File: src/rtl/lsu.sv
// Load/store unit: carries one RV32I memory access at a time through IDLE -> ACCESS -> WAIT -> RESP.
// Memory strobes last exactly one cycle; load data is captured and extended during that same cycle.
module lsu #(
    parameter int unsigned LATENCY = 1
) (
    input  logic        clk,
    input  logic        rst_n,
    input  logic        req_valid,
    output logic        req_ready,
    input  logic        req_wen,
    input  logic [2:0]  req_funct3,
    input  logic [31:0] req_addr,
    input  logic [31:0] req_wdata,
    output logic [1:0]  Mren,
    output logic [1:0]  Mwen,
    output logic [31:0] raddr,
    output logic [31:0] waddr,
    output logic [31:0] wdata,
    input  logic [31:0] rdata,
    output logic        resp_valid,
    input  logic        resp_ready,
    output logic [31:0] resp_rdata,
    output logic        resp_err,
    output logic [1:0]  dbg_state
);
    // Handshakes: a transfer happens on a rising edge where valid && ready are both high.
    // The producer holds its payload while valid is high; ready never depends on valid.
    typedef enum logic [1:0] {
        S_IDLE   = 2'd0,
        S_ACCESS = 2'd1,
        S_WAIT   = 2'd2,
        S_RESP   = 2'd3
    } state_t;

    localparam logic [3:0] WAIT_INIT = (LATENCY == 0) ? 4'd0 : 4'(LATENCY - 1);

    state_t      state;
    logic        wen_q;
    logic [2:0]  funct3_q;
    logic [31:0] addr_q;
    logic [31:0] wdata_q;
    logic [3:0]  cnt;

    function automatic logic access_error(input logic wen, input logic [2:0] f3, input logic [1:0] a);
        case (f3)
            3'b000:  return 1'b0;
            3'b001:  return a[0];
            3'b010:  return a != 2'b00;
            3'b100:  return wen;
            3'b101:  return wen | a[0];
            default: return 1'b1;
        endcase
    endfunction

    function automatic logic [1:0] size_code(input logic [2:0] f3);
        case (f3[1:0])
            2'b00:   return 2'b01;
            2'b01:   return 2'b10;
            default: return 2'b11;
        endcase
    endfunction

    function automatic logic [31:0] store_mask(input logic [2:0] f3, input logic [31:0] d);
        case (f3[1:0])
            2'b00:   return {24'd0, d[7:0]};
            2'b01:   return {16'd0, d[15:0]};
            default: return d;
        endcase
    endfunction

    function automatic logic [31:0] load_ext(input logic [2:0] f3, input logic [31:0] d);
        case (f3)
            3'b000:  return {{24{d[7]}}, d[7:0]};
            3'b001:  return {{16{d[15]}}, d[15:0]};
            3'b100:  return {24'd0, d[7:0]};
            3'b101:  return {16'd0, d[15:0]};
            default: return d;
        endcase
    endfunction

    always_ff @(posedge clk) begin
        if (!rst_n) begin
            state      <= S_IDLE;
            wen_q      <= 1'b0;
            funct3_q   <= 3'd0;
            addr_q     <= 32'd0;
            wdata_q    <= 32'd0;
            cnt        <= 4'd0;
            Mren       <= 2'b00;
            Mwen       <= 2'b00;
            resp_rdata <= 32'd0;
            resp_err   <= 1'b0;
        end else begin
            case (state)
                S_IDLE: begin
                    if (req_valid) begin
                        wen_q    <= req_wen;
                        funct3_q <= req_funct3;
                        addr_q   <= req_addr;
                        wdata_q  <= store_mask(req_funct3, req_wdata);
                        if (access_error(req_wen, req_funct3, req_addr[1:0])) begin
                            state      <= S_RESP;
                            resp_err   <= 1'b1;
                            resp_rdata <= 32'd0;
                        end else begin
                            state <= S_ACCESS;
                            Mren  <= req_wen ? 2'b00 : size_code(req_funct3);
                            Mwen  <= req_wen ? size_code(req_funct3) : 2'b00;
                        end
                    end
                end
                S_ACCESS: begin
                    // rdata is combinational from the strobe, so it is valid only in this cycle.
                    Mren       <= 2'b00;
                    Mwen       <= 2'b00;
                    resp_rdata <= wen_q ? 32'd0 : load_ext(funct3_q, rdata);
                    resp_err   <= 1'b0;
                    if (LATENCY == 0) begin
                        state <= S_RESP;
                    end else begin
                        state <= S_WAIT;
                        cnt   <= WAIT_INIT;
                    end
                end
                S_WAIT: begin
                    if (cnt == 4'd0) begin
                        state <= S_RESP;
                    end else begin
                        cnt <= cnt - 4'd1;
                    end
                end
                S_RESP: begin
                    if (resp_ready) begin
                        state      <= S_IDLE;
                        resp_rdata <= 32'd0;
                        resp_err   <= 1'b0;
                    end
                end
                default: state <= S_IDLE;
            endcase
        end
    end

    assign req_ready  = (state == S_IDLE);
    assign resp_valid = (state == S_RESP);
    assign raddr      = addr_q;
    assign waddr      = addr_q;
    assign wdata      = wdata_q;
    assign dbg_state  = state;

endmodule

File: config.mk
export PLATFORM = sky130hd
export DESIGN_NAME = lsu
export DESIGN_NICKNAME = d
export VERILOG_FILES = /design/src/rtl/lsu.sv
export SDC_FILE = /design/constraint.sdc
export NUM_CORES = 1
export LEC_CHECK = 0
export CAP_MARGIN = 10
export CORE_AREA = 4 4 125 127
export CTS_BUF_LIST = sky130_fd_sc_hd__clkbuf_2 sky130_fd_sc_hd__clkbuf_4 sky130_fd_sc_hd__clkbuf_8
export CTS_CLUSTER_DIAMETER = 100
export CTS_CLUSTER_SIZE = 14
export DETAILED_ROUTE_END_ITERATION = 16
export DIE_AREA = 0 0 129 131
export PLACE_DENSITY = 0.69
export SYNTH_ARGS = -nofsm -noshare
export SYNTH_HDL_FRONTEND = slang
export SYNTH_SLANG_ARGS = --single-unit
File: constraint.sdc
create_clock -name clk -period 3.1 [get_ports clk]
set_input_delay 0.62 -clock clk [delete_from_list [all_inputs] [get_ports clk]]
set_output_delay 0.62 -clock clk [all_outputs]
set_load 0.01 [all_outputs]
==> impl_metrics.ini, run 1 <==
[run_status]
status = complete, no violations

[route]
via_count = 4434
drcViolationCount = 0
dr.first_iter.drc_count = 194
viasPerCell = 4.77
wl_um = 14600
routedWlPerCell_um = 15.7
dr.pass1.iters = 4
ant_nets = 0

[critical_path]
crit_required_ns = 2.48
crit_path_start_kind = flip-flop
rr_startpoint = dbg_state[0]
cp_max_fo = 6
r2r_slack_ns = 0.87
max_stage_delay_ns = 0.58
cp_slowest_cell = clkdlybuf4s50_1
cp.arrival_ns = 1.68
regToRegEndpoint = resp_rdata[27]
crit_chain = inv_1, ha_1, clkdlybuf4s50_1
reg2reg_depth = 6
crit_type = flip-flop to primary output
cp-end-kind = primary output

[synth]
yosysWarnings = 0
ys_seq_area_frac = 0.458
synth_area_leaders = dfxtp_1, nand2_1, a21boi_0
syn_area_per_cell_um2 = 8.77
syn-cell-area_um2 = 4850
ys_ff_latch = 111
synth_top_area_frac = 0.458
synth_edf_count = 0
synth_most_common_cell = nand2_1
synth_commonest_cells = nand2_1, dfxtp_1, a21boi_0
yosysUniqueCellTypes = 42
synthCells = 553
async_flop_share = 0
syn-num-nets = 662
synth_area_leader_cell = dfxtp_1
synth-main-ff-cell = dfxtp_1

[floorplan]
die_h_um = 131
die_area_um2 = 16900
core_area_um2 = 14400
die_w_um = 129
io_pins = 241
std_cell_rows = 44
initial_core_util = 0.336

[worst_hold_path]
hold_start = resp_rdata[24]
hold_depth = 2
min_to = resp_rdata[24]
hold_path_class = flip-flop to flip-flop

[clock_network]
clk_latency_ns = 0.37
cts_root_buffer = clkbuf_8
cts_tree = yes
cts_buffers = 9
clockBufferDepth = 2
postCtsSetupRepairBufs = 0
path_clk_slew_ns = 0.10
postCtsHoldBufs = 0
htreeDepth = 3
cts_resized = 0
clock_sinks = 111

[timing]
tightest_slew_ns = 0.581
post-route-period-util = 0.740
hold_violations = 0
period_needed_ns = 2.30
max-slew-margin-rel = 0.612
slew_viol_final = 0
setup_viol = 0
fmax_mhz = 436
tns_ns = 0
rsz0062_at_grt = no
skew_ns = 0.00529

[job]
max_cap_violations = 0

[finish]
layout-drive-gt1-share = 0.0443
final.fill_count = 1358
final_area_um2 = 7370
num_antenna_cells = 0
fin_nets = 849
syn_to_final_growth_pct = 52.0

[power]
p_per_area_nw_per_um2 = 649
power.leakage_nw = 2.70
peakVddDrop_uv = 266

[grt]
track_usage = 0.168
grt_start_max_net_pins = 64
overflow = 0
grt_pass1_wl_um = 22700
antenna_found_initial = 0
grt_pass1_vias = 4459

[place]
numPortBuffers = 240
gp_congestion = 0.797
place_hpwl_um = 10900
place_area_um2 = 7110
-- critical path, delay by kind of cell, from the launching register on --
family / cells / cell delay [ns]
fa+ha+maj: 1 / 0.27
buf+inv: 2 / 0.67
flops: 1 / 0.37
-- worst max path at each step --
stage	from	endpoint	cells after the start	slack (ns)
3_5_place_dp	req_wen	resp_rdata[27]	6	0.43
4_1_cts	dbg_state[0]	req_ready	3	0.77
5_1_grt	dbg_state[1]	resp_rdata[27]	6	0.66
6_report	dbg_state[0]	req_ready	3	0.80
3_3_place_gp	resp_ready	resp_rdata[9]	6	0.51
2_1_floorplan	dbg_state[0]	resp_rdata[10]	6	1.23
-- layout by cell type (no fill, tap or decap), types with 2 or more instances in the layout --
| cell | synthesis | routed |
|---|---|---|
| clkdlybuf4s50_1 | 0 | 239 |
| nand3_1 | 23 | 23 |
| a22oi_1 | 8 | 8 |
| buf_12 | 0 | 2 |
| mux2i_1 | 33 | 33 |
| nand2_2 | 1 | 2 |
| nand2_1 | 150 | 149 |
| nor2b_1 | 9 | 9 |
| clkbuf_8 | 0 | 9 |
| nand2b_1 | 3 | 3 |
| o21ai_0 | 25 | 25 |
| a221oi_1 | 2 | 2 |
| o41ai_1 | 3 | 3 |
| a21oi_1 | 3 | 3 |
| o21a_1 | 10 | 10 |
| and3_1 | 3 | 3 |
| o211a_1 | 2 | 2 |
| bufinv_16 | 0 | 4 |
| buf_4 | 32 | 4 |
| inv_1 | 8 | 8 |
| dfxtp_1 | 111 | 111 |
| ha_1 | 5 | 5 |
| a21boi_0 | 62 | 62 |
| nor3_1 | 2 | 2 |
| nor2_1 | 6 | 6 |
-- routing by layer --
metal | track usage | share of wire | vias to the layer above | wire [um]
li1 | - | - | 2181 | -
met1 | 0.209 | 0.43 | 2065 | 6250
met2 | 0.276 | 0.47 | 180 | 6840
met3 | 0.0659 | 0.098 | 8 | 1440
met4 | 0.0401 | 0.0061 | 0 | 89
met5 | 0 | 0 | - | 0
-- report_power, final --
group	total, mW	internal, mW	leakage (nW)	switching, mW
registers	1.79	1.64	0.904	0.157
logic	1.88	0.957	1.67	0.926
clock network	1.11	0.626	0.130	0.481
total	4.78	3.22	2.70	1.56
-- logic make-up after synthesis --
logic type	after synthesis	synth area share
XOR/XNOR	1	0.00181
buffers and inverters	78	0.0976
multiplexers	34	0.0705
adder cells (fa/ha/maj)	5	0.0129
AND/OR/NAND/NOR	206	0.184
flip-flops	111	0.458
AO/OA/AOI/OAI	118	0.175
-- flip-flops by register name, indices dropped and copies added, names as in the netlist --
signal and flops:
Mren 2, wdata 32, resp_rdata 32, cnt 4, wen_q 1, funct3_q 3, resp_err 1, raddr 32
dbg_state 2, Mwen 2
-- final cells by class --
class	count	area (um^2)	area share
well taps	184	230	0.0312
clock buffers	10	131	0.0178
repair buffers	246	2470	0.335
clock inverters	6	133	0.0180
flip-flops and latches	111	2220	0.302
inverters	8	30.0	0.00407
multi-input cells	364	2160	0.293
-- through the flow --
step / hold WS (ns) / utilization / worst slack, ns / std cells / power, mW
2_1_floorplan: 0.439 / - / 1.23 / 553 / 2.91
3_3_place_gp: 0.442 / 0.493 / 0.507 / 913 / 3.69
3_5_place_dp: 0.453 / 0.493 / 0.431 / 913 / 3.73
4_1_cts: 0.470 / 0.511 / 0.768 / 929 / 4.85
5_1_grt: 0.492 / 0.511 / 0.659 / 929 / 5.08
6_report: 0.466 / 0.511 / 0.805 / 929 / 4.78
Power figures use the tool's default switching activity.
==> run 2: changes to the inputs <==
Settings changed: PLACE_DENSITY 0.69 to 0.71.
Clock period 3.1 ns to 2.1 ns, I/O delays scaled along.
==> impl_metrics.ini, run 2 (synthesized netlist as in run 1, its figures left out) <==
[run_status]
status = complete, no violations

[route]
drcViolationCount = 0
via_count = 4471
wl_met3_um = 1330
wl_met1_um = 6390
dr.first_iter.drc_count = 144
dr.pass1.iters = 4
dr.max_layer_used = met4
ant_nets = 0
viasPerCell = 4.72
routedWlPerCell_um = 15.6
wl_um = 14800
wl_met2_um = 6750

[timing]
tightest_slew_ns = 0.520
skew_ns = 0.00781
period_needed_ns = 1.99
rsz0062_at_grt = no
setup_viol = 0
tns_ns = 0
max-slew-margin-rel = 0.652
hold_violations = 0
slew_viol_final = 0
fmax_mhz = 503
post-route-period-util = 0.947

[critical_path]
rr_startpoint = dbg_state[1]
cp.buffers_inverters = 1
crit_chain = ha_1, clkdlybuf4s50_1
crit_path_start_kind = flip-flop
cp.arrival_ns = 1.57
crit_type = flip-flop to primary output
crit_family = buffers and inverters
cp-end-kind = primary output
cp_max_fo = 5
max_stage_delay_ns = 0.56
cp_slowest_cell = clkdlybuf4s50_1
crit_required_ns = 1.68
crit_start = dbg_state[1]

[clock_network]
htreeDepth = 3
cts_buffers = 9
cts_tree = yes
clk_latency_ns = 0.37
cts_root_buffer = clkbuf_8
clockBufferDepth = 2
path_clk_slew_ns = 0.10
postCtsHoldBufs = 0
clock_sinks = 111

[grt]
antenna_found_initial = 0
track_usage = 0.172
grt_pass1_vias = 4628
overflow = 0
grt_start_max_net_pins = 46
grt_pass1_wl_um = 23100

[finish]
final.fill_count = 1324
layout_common_cells = clkdlybuf4s50_1, nand2_1, dfxtp_1, a21boi_0, mux2i_1
syn_to_final_growth_pct = 53.9
fin_nets = 868
num_antenna_cells = 0
layout-drive-gt1-share = 0.0695
final_common_cell = clkdlybuf4s50_1
final_area_um2 = 7460

[floorplan]
die_w_um = 129
std_cell_rows = 44
die_area_um2 = 16900
core_area_um2 = 14400
die_h_um = 131
initial_core_util = 0.336
io_pins = 241

[job]
max_cap_violations = 0

[power]
p_per_area_nw_per_um2 = 917
peakVddDrop_uv = 499
power.leakage_nw = 2.77

[worst_hold_path]
hold_start = rst_n
hold_path_class = input port to flip-flop

[place]
gp_congestion = 0.799
place_area_um2 = 7270
numPortBuffers = 240
place_hpwl_um = 11100
-- run 2: cell count changes in the layout (fill, tap and decap cells not counted), sizes merged --
| cell | change |
|---|---|
| clkbuf | +2 |
| clkdlybuf4s50 | -1 |
| bufinv | -4 |
| clkinv | +1 |
| buf | +19 |
| dlygate4sd2 | +1 |
-- run 2: per-stage QoR --
step | utilization | hold WS, ns | std cells | worst slack, ns | power, mW
6_report | 0.517 | 0.366 | 947 | 0.111 | 6.84
5_1_grt | 0.517 | 0.348 | 947 | 0.0188 | 7.26
4_1_cts | 0.516 | 0.336 | 946 | 0.0403 | 6.92
3_5_place_dp | 0.504 | 0.445 | 931 | -0.207 | 5.67
3_3_place_gp | 0.504 | 0.441 | 931 | -0.119 | 5.60
2_1_floorplan | - | 0.439 | 553 | 0.233 | 4.30
-- run 2: area by class of cell --
| cell class | count | area (um^2) | share of cell area |
|---|---|---|---|
| Sequential cell | 111 | 2220 | 0.298 |
| Timing Repair Buffer | 265 | 2630 | 0.353 |
| Inverter | 8 | 30.0 | 0.00403 |
| Clock buffer | 12 | 165 | 0.0221 |
| Tap cell | 184 | 230 | 0.0309 |
| Multi-Input combinational cell | 364 | 2160 | 0.289 |
| Clock inverter | 3 | 17.5 | 0.00235 |
-- run 2: worst paths after layout --
| path | to | slack, ns | cells past startpoint |
|---|---|---|---|
| worst max register to register | resp_rdata[1] | 0.14 | 7 |
| worst max-delay path | resp_valid | 0.11 | 2 |
| worst min-delay path | dbg_state[0] | 0.37 | 2 |
| worst min register to register | resp_err | 0.46 | 2 |
-- run 2: report_power, final --
group          internal, mW  switching, mW  total [mW]
registers              2.42          0.230        2.65
clock network         0.520          0.710        1.23
logic                  1.56           1.40        2.96
total                  4.50           2.34        6.84
-- run 2: repair_timing --
action                     CTS  global route
pin swaps                    0             1
buffers inserted             0             1
setup endpoints to repair    1            18
gates cloned                 0             0
resized for setup            2             1
-- run 2: per-layer routing --
metal | GRT usage | up-vias
li1 | - | 2226
met4 | 0.0673 | 0
met3 | 0.0610 | 18
met5 | 0 | -
met1 | 0.211 | 2059
met2 | 0.275 | 168
==> run 3: changes to the inputs <==
Settings changed: TNS_END_PERCENT set to 50.
==> results of run 3 <==
Same layout as run 2: the final DEF is identical, and so are final timing and power.
